`src/rtl/wb_write_port.sv`:
```
// Writeback arbiter: merges ALU and queued MDU results onto one register-file write port,
// with a busy scoreboard for pending MDU writes. Optional direct MDU bypass via WB_BYPASS_EN.
module wb_write_port #(
    parameter int n     = 32,
    parameter int DEPTH = 4
) (
    input  logic                       clk,
    input  logic                       rst,
    input  logic                       alu_valid,
    input  logic [4:0]                 alu_rd,
    input  logic [n-1:0]               alu_data,
    input  logic                       mdu_issue,
    input  logic [4:0]                 mdu_issue_rd,
    input  logic                       mdu_valid,
    output logic                       mdu_ready,
    input  logic [4:0]                 mdu_rd,
    input  logic [n-1:0]               mdu_data,
    output logic                       regWrite,
    output logic [4:0]                 RD,
    output logic [n-1:0]               writeData,
    output logic [31:0]                busy,
    output logic [$clog2(DEPTH):0]     fifo_count,
    output logic                       err
);

    localparam int AW = $clog2(DEPTH);

    logic [4:0]    fifo_rd   [DEPTH];
    logic [n-1:0]  fifo_data [DEPTH];
    logic [AW-1:0] wptr;
    logic [AW-1:0] rptr;

    logic          alu_claim;
    logic          fifo_empty;
    logic          push;
    logic          push_q;
    logic          pop;
    logic          byp;
    logic [4:0]    head_rd;
    logic [n-1:0]  head_data;
    logic [31:0]   set_mask;
    logic [31:0]   clr_mask;
    logic [31:0]   busy_next;
    logic          err_now;

    assign alu_claim  = alu_valid && (alu_rd != 5'd0);
    assign fifo_empty = (fifo_count == '0);
    assign mdu_ready  = (fifo_count != (AW+1)'(DEPTH));
    assign push       = mdu_valid && mdu_ready;
    assign pop        = !alu_claim && !fifo_empty;
    assign head_rd    = fifo_rd[rptr];
    assign head_data  = fifo_data[rptr];

`ifdef WB_BYPASS_EN
    // An idle port with nothing queued lets the MDU result skip the FIFO entirely.
    assign byp = push && fifo_empty && !alu_claim;
`else
    assign byp = 1'b0;
`endif

    assign push_q = push && !byp;

    always_comb begin
        set_mask = '0;
        clr_mask = '0;
        if (mdu_issue && (mdu_issue_rd != 5'd0))
            set_mask = 32'd1 << mdu_issue_rd;
        if (pop)
            clr_mask = 32'd1 << head_rd;
        else if (byp)
            clr_mask = 32'd1 << mdu_rd;
        // Set after clear so a same-cycle re-issue keeps the register busy.
        busy_next    = (busy & ~clr_mask) | set_mask;
        busy_next[0] = 1'b0;
    end

    always_comb begin
        err_now = 1'b0;
        if (alu_claim && busy[alu_rd])
            err_now = 1'b1;
        if (mdu_issue && (mdu_issue_rd != 5'd0) && busy[mdu_issue_rd] && !clr_mask[mdu_issue_rd])
            err_now = 1'b1;
        if (mdu_valid && (mdu_rd != 5'd0) && !busy[mdu_rd])
            err_now = 1'b1;
    end

    always_ff @(posedge clk) begin
        if (push_q) begin
            fifo_rd[wptr]   <= mdu_rd;
            fifo_data[wptr] <= mdu_data;
        end
    end

    always_ff @(posedge clk or negedge rst) begin
        if (!rst) begin
            wptr       <= '0;
            rptr       <= '0;
            fifo_count <= '0;
        end else begin
            if (push_q)
                wptr <= wptr + 1'b1;
            if (pop)
                rptr <= rptr + 1'b1;
            if (push_q && !pop)
                fifo_count <= fifo_count + 1'b1;
            else if (pop && !push_q)
                fifo_count <= fifo_count - 1'b1;
        end
    end

    always_ff @(posedge clk or negedge rst) begin
        if (!rst) begin
            regWrite  <= 1'b0;
            RD        <= 5'd0;
            writeData <= '0;
        end else if (alu_claim) begin
            regWrite  <= 1'b1;
            RD        <= alu_rd;
            writeData <= alu_data;
        end else if (pop) begin
            regWrite  <= (head_rd != 5'd0);
            RD        <= head_rd;
            writeData <= head_data;
        end else if (byp) begin
            regWrite  <= (mdu_rd != 5'd0);
            RD        <= mdu_rd;
            writeData <= mdu_data;
        end else begin
            regWrite  <= 1'b0;
        end
    end

    always_ff @(posedge clk or negedge rst) begin
        if (!rst) begin
            busy <= '0;
            err  <= 1'b0;
        end else begin
            busy <= busy_next;
            if (err_now)
                err <= 1'b1;
        end
    end

endmodule

```
`config.mk`:
```
export PLATFORM = sky130hd
export DESIGN_NAME = wb_write_port
export DESIGN_NICKNAME = d
export VERILOG_FILES = /design/src/rtl/wb_write_port.sv
export SDC_FILE = /design/constraint.sdc
export NUM_CORES = 1
export LEC_CHECK = 0
export BUFFER_PORTS_ARGS = -buffer_cell sky130_fd_sc_hd__buf_2
export CORE_MARGIN = 1
export CORE_UTILIZATION = 25
export DETAILED_ROUTE_END_ITERATION = 7
export HOLD_SLACK_MARGIN = 0.08
export PLACE_DENSITY = 0.43
export RECOVER_POWER = 50
export SYNTH_ARGS = -nofsm -noshare
export SYNTH_HDL_FRONTEND = slang
export SYNTH_SLANG_ARGS = --single-unit
```
`constraint.sdc`:
```
create_clock -name clk -period 2.7 [get_ports clk]
set_input_delay 0 -clock clk [delete_from_list [all_inputs] [get_ports clk]]
set_output_delay 0 -clock clk [all_outputs]
set_load 0.01 [all_outputs]
```
Word level (Yosys, flattened, before mapping)
Memory sizes are Yosys's and may differ from the RTL's.
Index checks and enable logic that the tools add are counted.
- add/sub/neg operators: 4
- magnitude comparators: 3
- eq/ne operators: 1
- shifts and indexed selects: 2
- mux-type cells: 23
- bitwise gates (word level): 3
- reductions and logical operators: 24
- operators with widths (operator ; number):
    two-way mux 32 bit ; 4
    << shifter 1 x 5 -> 32 bit (first input constant) ; 2
    bitwise AND 32 bit ; 1
    NOT 32 bit ; 1
    bitwise OR 32 bit ; 1
    binary-select mux 1 bit (select 5 bit) ; 4
    nonzero test 5 bit ; 4
    < comparator 5 x 6 -> 1 bit (second input constant) ; 3
    logical AND 1 bit ; 11
    two-way mux 1 bit ; 11
    two-way mux 5 bit ; 2
    logical NOT 1 bit ; 6
    two-way mux 3 bit ; 2
    adder 2 x 1 -> 2 bit (second input constant) ; 2
    nonzero test 2 bit ; 2
    adder 3 x 1 -> 3 bit (second input constant) ; 1
    logical NOT 3 bit ; 1
    != test 3 bit (second input constant) ; 1
    subtractor 3 x 1 -> 3 bit (second input constant) ; 1
- register bits: 77
- RAM bits: 148
- input port bits: 84
- output and inout port bits: 75
- word-level logic and storage cells: 70
- memories: 2
- memory list (memory ; words ; bits a word ; rd ports ; clocked after memory_dff ; write ports ; RTL line ; RTL):
    fifo_data ; 4 ; 32 ; 1 ; 0 ; 1 ; 29 ; logic [n-1:0] fifo_data [DEPTH];
    fifo_rd ; 4 ; 5 ; 1 ; 0 ; 1 ; 28 ; logic [4:0] fifo_rd [DEPTH];

Depth between registers and ports, before layout
- depth after elaboration: 11
- gate-level depth with buffers: 11
- mapped depth without buffers: 9

Worst setup path before layout
No wires, ideal clock.
- path kind: input port to flip-flop
- from: input alu_rd[2]
- to: register fifo_count[1]
- setup time: 125 ps
- arrival: 2167 ps
- required time: 2575 ps
- setup slack: 408 ps
- stages: 9
- buffers on the path: 2
- cells stage by stage: clkbuf_1 or4_1 o21ai_1 clkbuf_1 nand2_1 ha_1 inv_1 fa_1 mux2_2
- word-level cells in the longest chain between the ends: 7
- elaborated cells between the ends (all ways): 9
- those cells by class: mux: 1; reduce/logical: 8
- ends and longest elaborated chain (item ; RTL line ; RTL):
    from (decl) ; 10 ; input logic [4:0] alu_rd,
    nonzero test 5 bit (*) ; 46 ; assign alu_claim = alu_valid && (alu_rd != 5'd0);
    logical AND 1 bit (*) ; 46 ;
    logical NOT 1 bit (*) ; 50 ; assign pop = !alu_claim && !fifo_empty;
    logical AND 1 bit (*) ; 50 ;
    logical NOT 1 bit ; 104 ; if (push_q && !pop)
    logical AND 1 bit ; 104 ;
    two-way mux 3 bit or nonzero test 2 bit (tied branches) ; -- ;
    to (signal assigned) ; 105 ; fifo_count <= fifo_count + 1'b1;
    to (signal assigned) ; 107 ; fifo_count <= fifo_count - 1'b1;
    to (decl) ; 22 ; output logic [$clog2(DEPTH):0] fifo_count,
Mark *: on every way between the ends. The rest lies on a longest branch, timed or not.
A chain may end at the register's enable or synchronous reset.

Worst setup path in the final report
- from: input mdu_rd[0]
- to: register err
- word-level cells in the longest chain between the ends: 5
- elaborated cells between the ends (all ways): 7
- those cells by class: mux: 3; reduce/logical: 4
- ends and longest elaborated chain (item ; RTL line ; RTL):
    from (decl) ; 16 ; input logic [4:0] mdu_rd,
    binary-select mux 1 bit (select 5 bit) ; 83 ; if (mdu_valid && (mdu_rd != 5'd0) && !busy[mdu_rd])
    two-way mux 1 bit (not written as such) ; 83 ;
    logical NOT 1 bit ; 83 ;
    logical AND 1 bit (*) ; 83 ;
    two-way mux 1 bit (*) ; 83 ;
    to (signal assigned) ; 136 ; err <= 1'b0;
    to (signal assigned) ; 140 ; err <= 1'b1;
    to (decl) ; 23 ; output logic err
Mark *: on every way between the ends. The rest lies on a longest branch, timed or not. The select of a mux whose other input is x is not followed.

==> metrics <==
outcome finished clean; Via Count ~6.7k; Worst VDD drop between 0.4 and 0.5 mV; P per Cell Area between 1000 and 1500 nW/um^2; top-count cell post-synth edfxtp_1; CTS resizes 0; # IOs ~160; DR WL met2 roughly 13000 um; setup violators final 0; Post-synth top flop edfxtp_1; antenna-violating nets left 0; CTS tree done; gr usage total between 10 and 15%; leakage between 4 and 5 nW; via/cell ratio between 4 and 5; Multi-input gate area 3269 sq um; Async SR Flop Fraction roughly a third; CTS root buffer clkbuf_16; worst skew pair latency between 0.5 and 0.6 ns; Area after DPL 11280 sq um; Mapped Nets ~750; Pre-Repair DR Iteration Count 5; num rows just over 70; vias in the first global route between 7k and 8k; WP data required ~3.2 ns; Die H 200.4 um; crit end category flip-flop; 1st-iter DRT viols around 380; Layout area overhead 30.69%; clock skew between 0.015 and 0.02 ns; Reg area around 6400 sq um; CP Max Fanout 8; # hold bufs at CTS 87; setup TNS 0 ns; CP arrival ~2.8 ns; period utilization approximately 88%; share of cells above drive strength 1 22.69%; routability cong. between 0.7 and 0.8; register area share after synthesis between 60% and 70%; hpwl dp around 19000 um; WS Path Type input pin to flip-flop; Yosys cell types 57; NumNets Final roughly 1.0k; first-pass GRT wire length roughly 44000 um; Yosys top cell by area edfxtp_1; ranking of synthesized cells by area edfxtp_1, dfrtp_1, mux4_2, nand2_1, o21ai_0; Post-Synthesis Cells between 600 and 700; Worst-path clk slew ~0.070 ns; actual slew at the worst max-slew pin between 1 and 1.5 ns; DR DRC count 0; startpoint types input pin; H-tree levels 1; TritonCTS buffer count 25; max-slew violations 0; Hold Crit Class input pin to flip-flop; PortBufs roughly 160; initial antenna violation count 2; Max Buffers Root-to-Sink 3; total gr overflow 0; largest net degree at the start of global routing just under 50; highest metal used met4; most frequent cells after synthesis edfxtp_1, nand2_1, dfrtp_1; met1 WL 13160 um; number of synthesized flops with an enable pin 148; CORE AREA between 30000 and 40000 sq um; final wirelength 28630 um; Final min period roughly 2.4 ns; final instance area 12860 sq um; WL/cell 19.74 um; RSZ-0062 raised after global routing no; syn_area_per_cell about 15 sq um; WL met3 1709 um; Die ar. approximately 40000 sq um; DIE WIDTH 200.4 um; clk sinks approximately 230; Slew HR 24.66%; Initial Util about a quarter; Post-CTS Setup Inserts 0; Layout fillers between 3k and 4k; YS warnings 0; max_cap viols 0; Fmax between 0.4 and 0.5 GHz; Cell Area, Synth 9837 sq um; Yosys top cell area share roughly 45%; FF+latch count, synth 225; Final Hold Viols 0
==> sequential cells by signal, summed over array words and instances, names as in the netlist <==
signal and flops:
RD 5, busy 31, err 1, fifo_count 3
fifo_data 128, fifo_rd 20, regWrite 1, rptr 2
wptr 2, writeData 32
==> power breakdown <==
| part | switching (W) | internal (W) |
|---|---|---|
| registers | 0.000708 | 0.00468 |
| clock network | 0.00136 | 0.00209 |
| logic | 0.00252 | 0.00192 |
==> logic make-up after synthesis <==
family	share of synthesized area [%]
AO/OA/AOI/OAI	7.708
XOR/XNOR	0.8013
adder cells (fa/ha/maj)	0.8395
buffers and inverters	2.226
other	0.03812
flip-flops	64.77
multiplexers	15.11
AND/OR/NAND/NOR	8.509
==> cell usage in the layout, fill, tap and decap left out, types with 5 or more instances in the layout <==
cell	instances
a31oi_1	37
buf_2	82
buf_4	14
clkbuf_1	84
clkbuf_16	25
clkinv_1	5
dfrtp_1	75
dlygate4sd3_1	86
edfxtp_1	148
ha_1	5
mux2i_1	6
mux4_1	5
mux4_2	56
nand2_1	93
nand2b_1	8
nand3_1	9
nor2_1	43
o21ai_0	53
o21ai_1	13
xnor2_1	5
==> per-stage QoR <==
step | util (%) | hold slack, ns | std cells | worst slack (ns) | power (W)
CTS | 33.52 | 0.2005 | 1448 | 0.3081 | 0.01357
finish | 33.19 | 0.2190 | 1450 | 0.3326 | 0.01328
global placement | 29.12 | 0.04756 | 1315 | 0.4120 | 0.009966
detailed placement | 29.12 | 0.04994 | 1315 | 0.3126 | 0.009973
floorplan | - | -0.2956 | 661 | 0.4081 | 0.008051
global route | 33.18 | 0.2594 | 1449 | 0.1893 | 0.01409
==> cell type report <==
cell class                      count  area share [%]
Tap cell                          518           5.041
Timing Repair Buffer              262           13.44
Sequential cell                   225           49.58
Multi-Input combinational cell    393           25.43
Clock inverter                     12           1.226
Antenna cell                        2         0.03893
Inverter                            4          0.1168
Clock buffer                       34           5.129
==> final timing paths <==
path	from	end	slack [ns]	depth (start not counted)
min	alu_rd[0]	rptr[0]	0.22	4
max in group asynchronous	rst	rptr[0]	1.02	4
min in group asynchronous	rst	busy[9]	0.92	4
max	mdu_rd[0]	err	0.33	7
max reg2reg	rptr[0]	err	0.34	6
min reg2reg	writeData[23]	writeData[23]	0.54	2
==> worst max-delay path: stages <==
cell           delay (ns)
dlygate4sd3_1        0.53
clkbuf_1             0.47
mux4_2               0.57
mux4_2               0.50
or4b_1               0.51
and4_4               0.17
o221ai_2             0.05
==> routing by layer <==
metal	track usage [%]	vias up
li1	-	3055
met4	2.808	0
met1	20.01	3390
met2	23.05	227
met5	0	-
met3	2.571	30
Power figures use the tool's default switching activity.
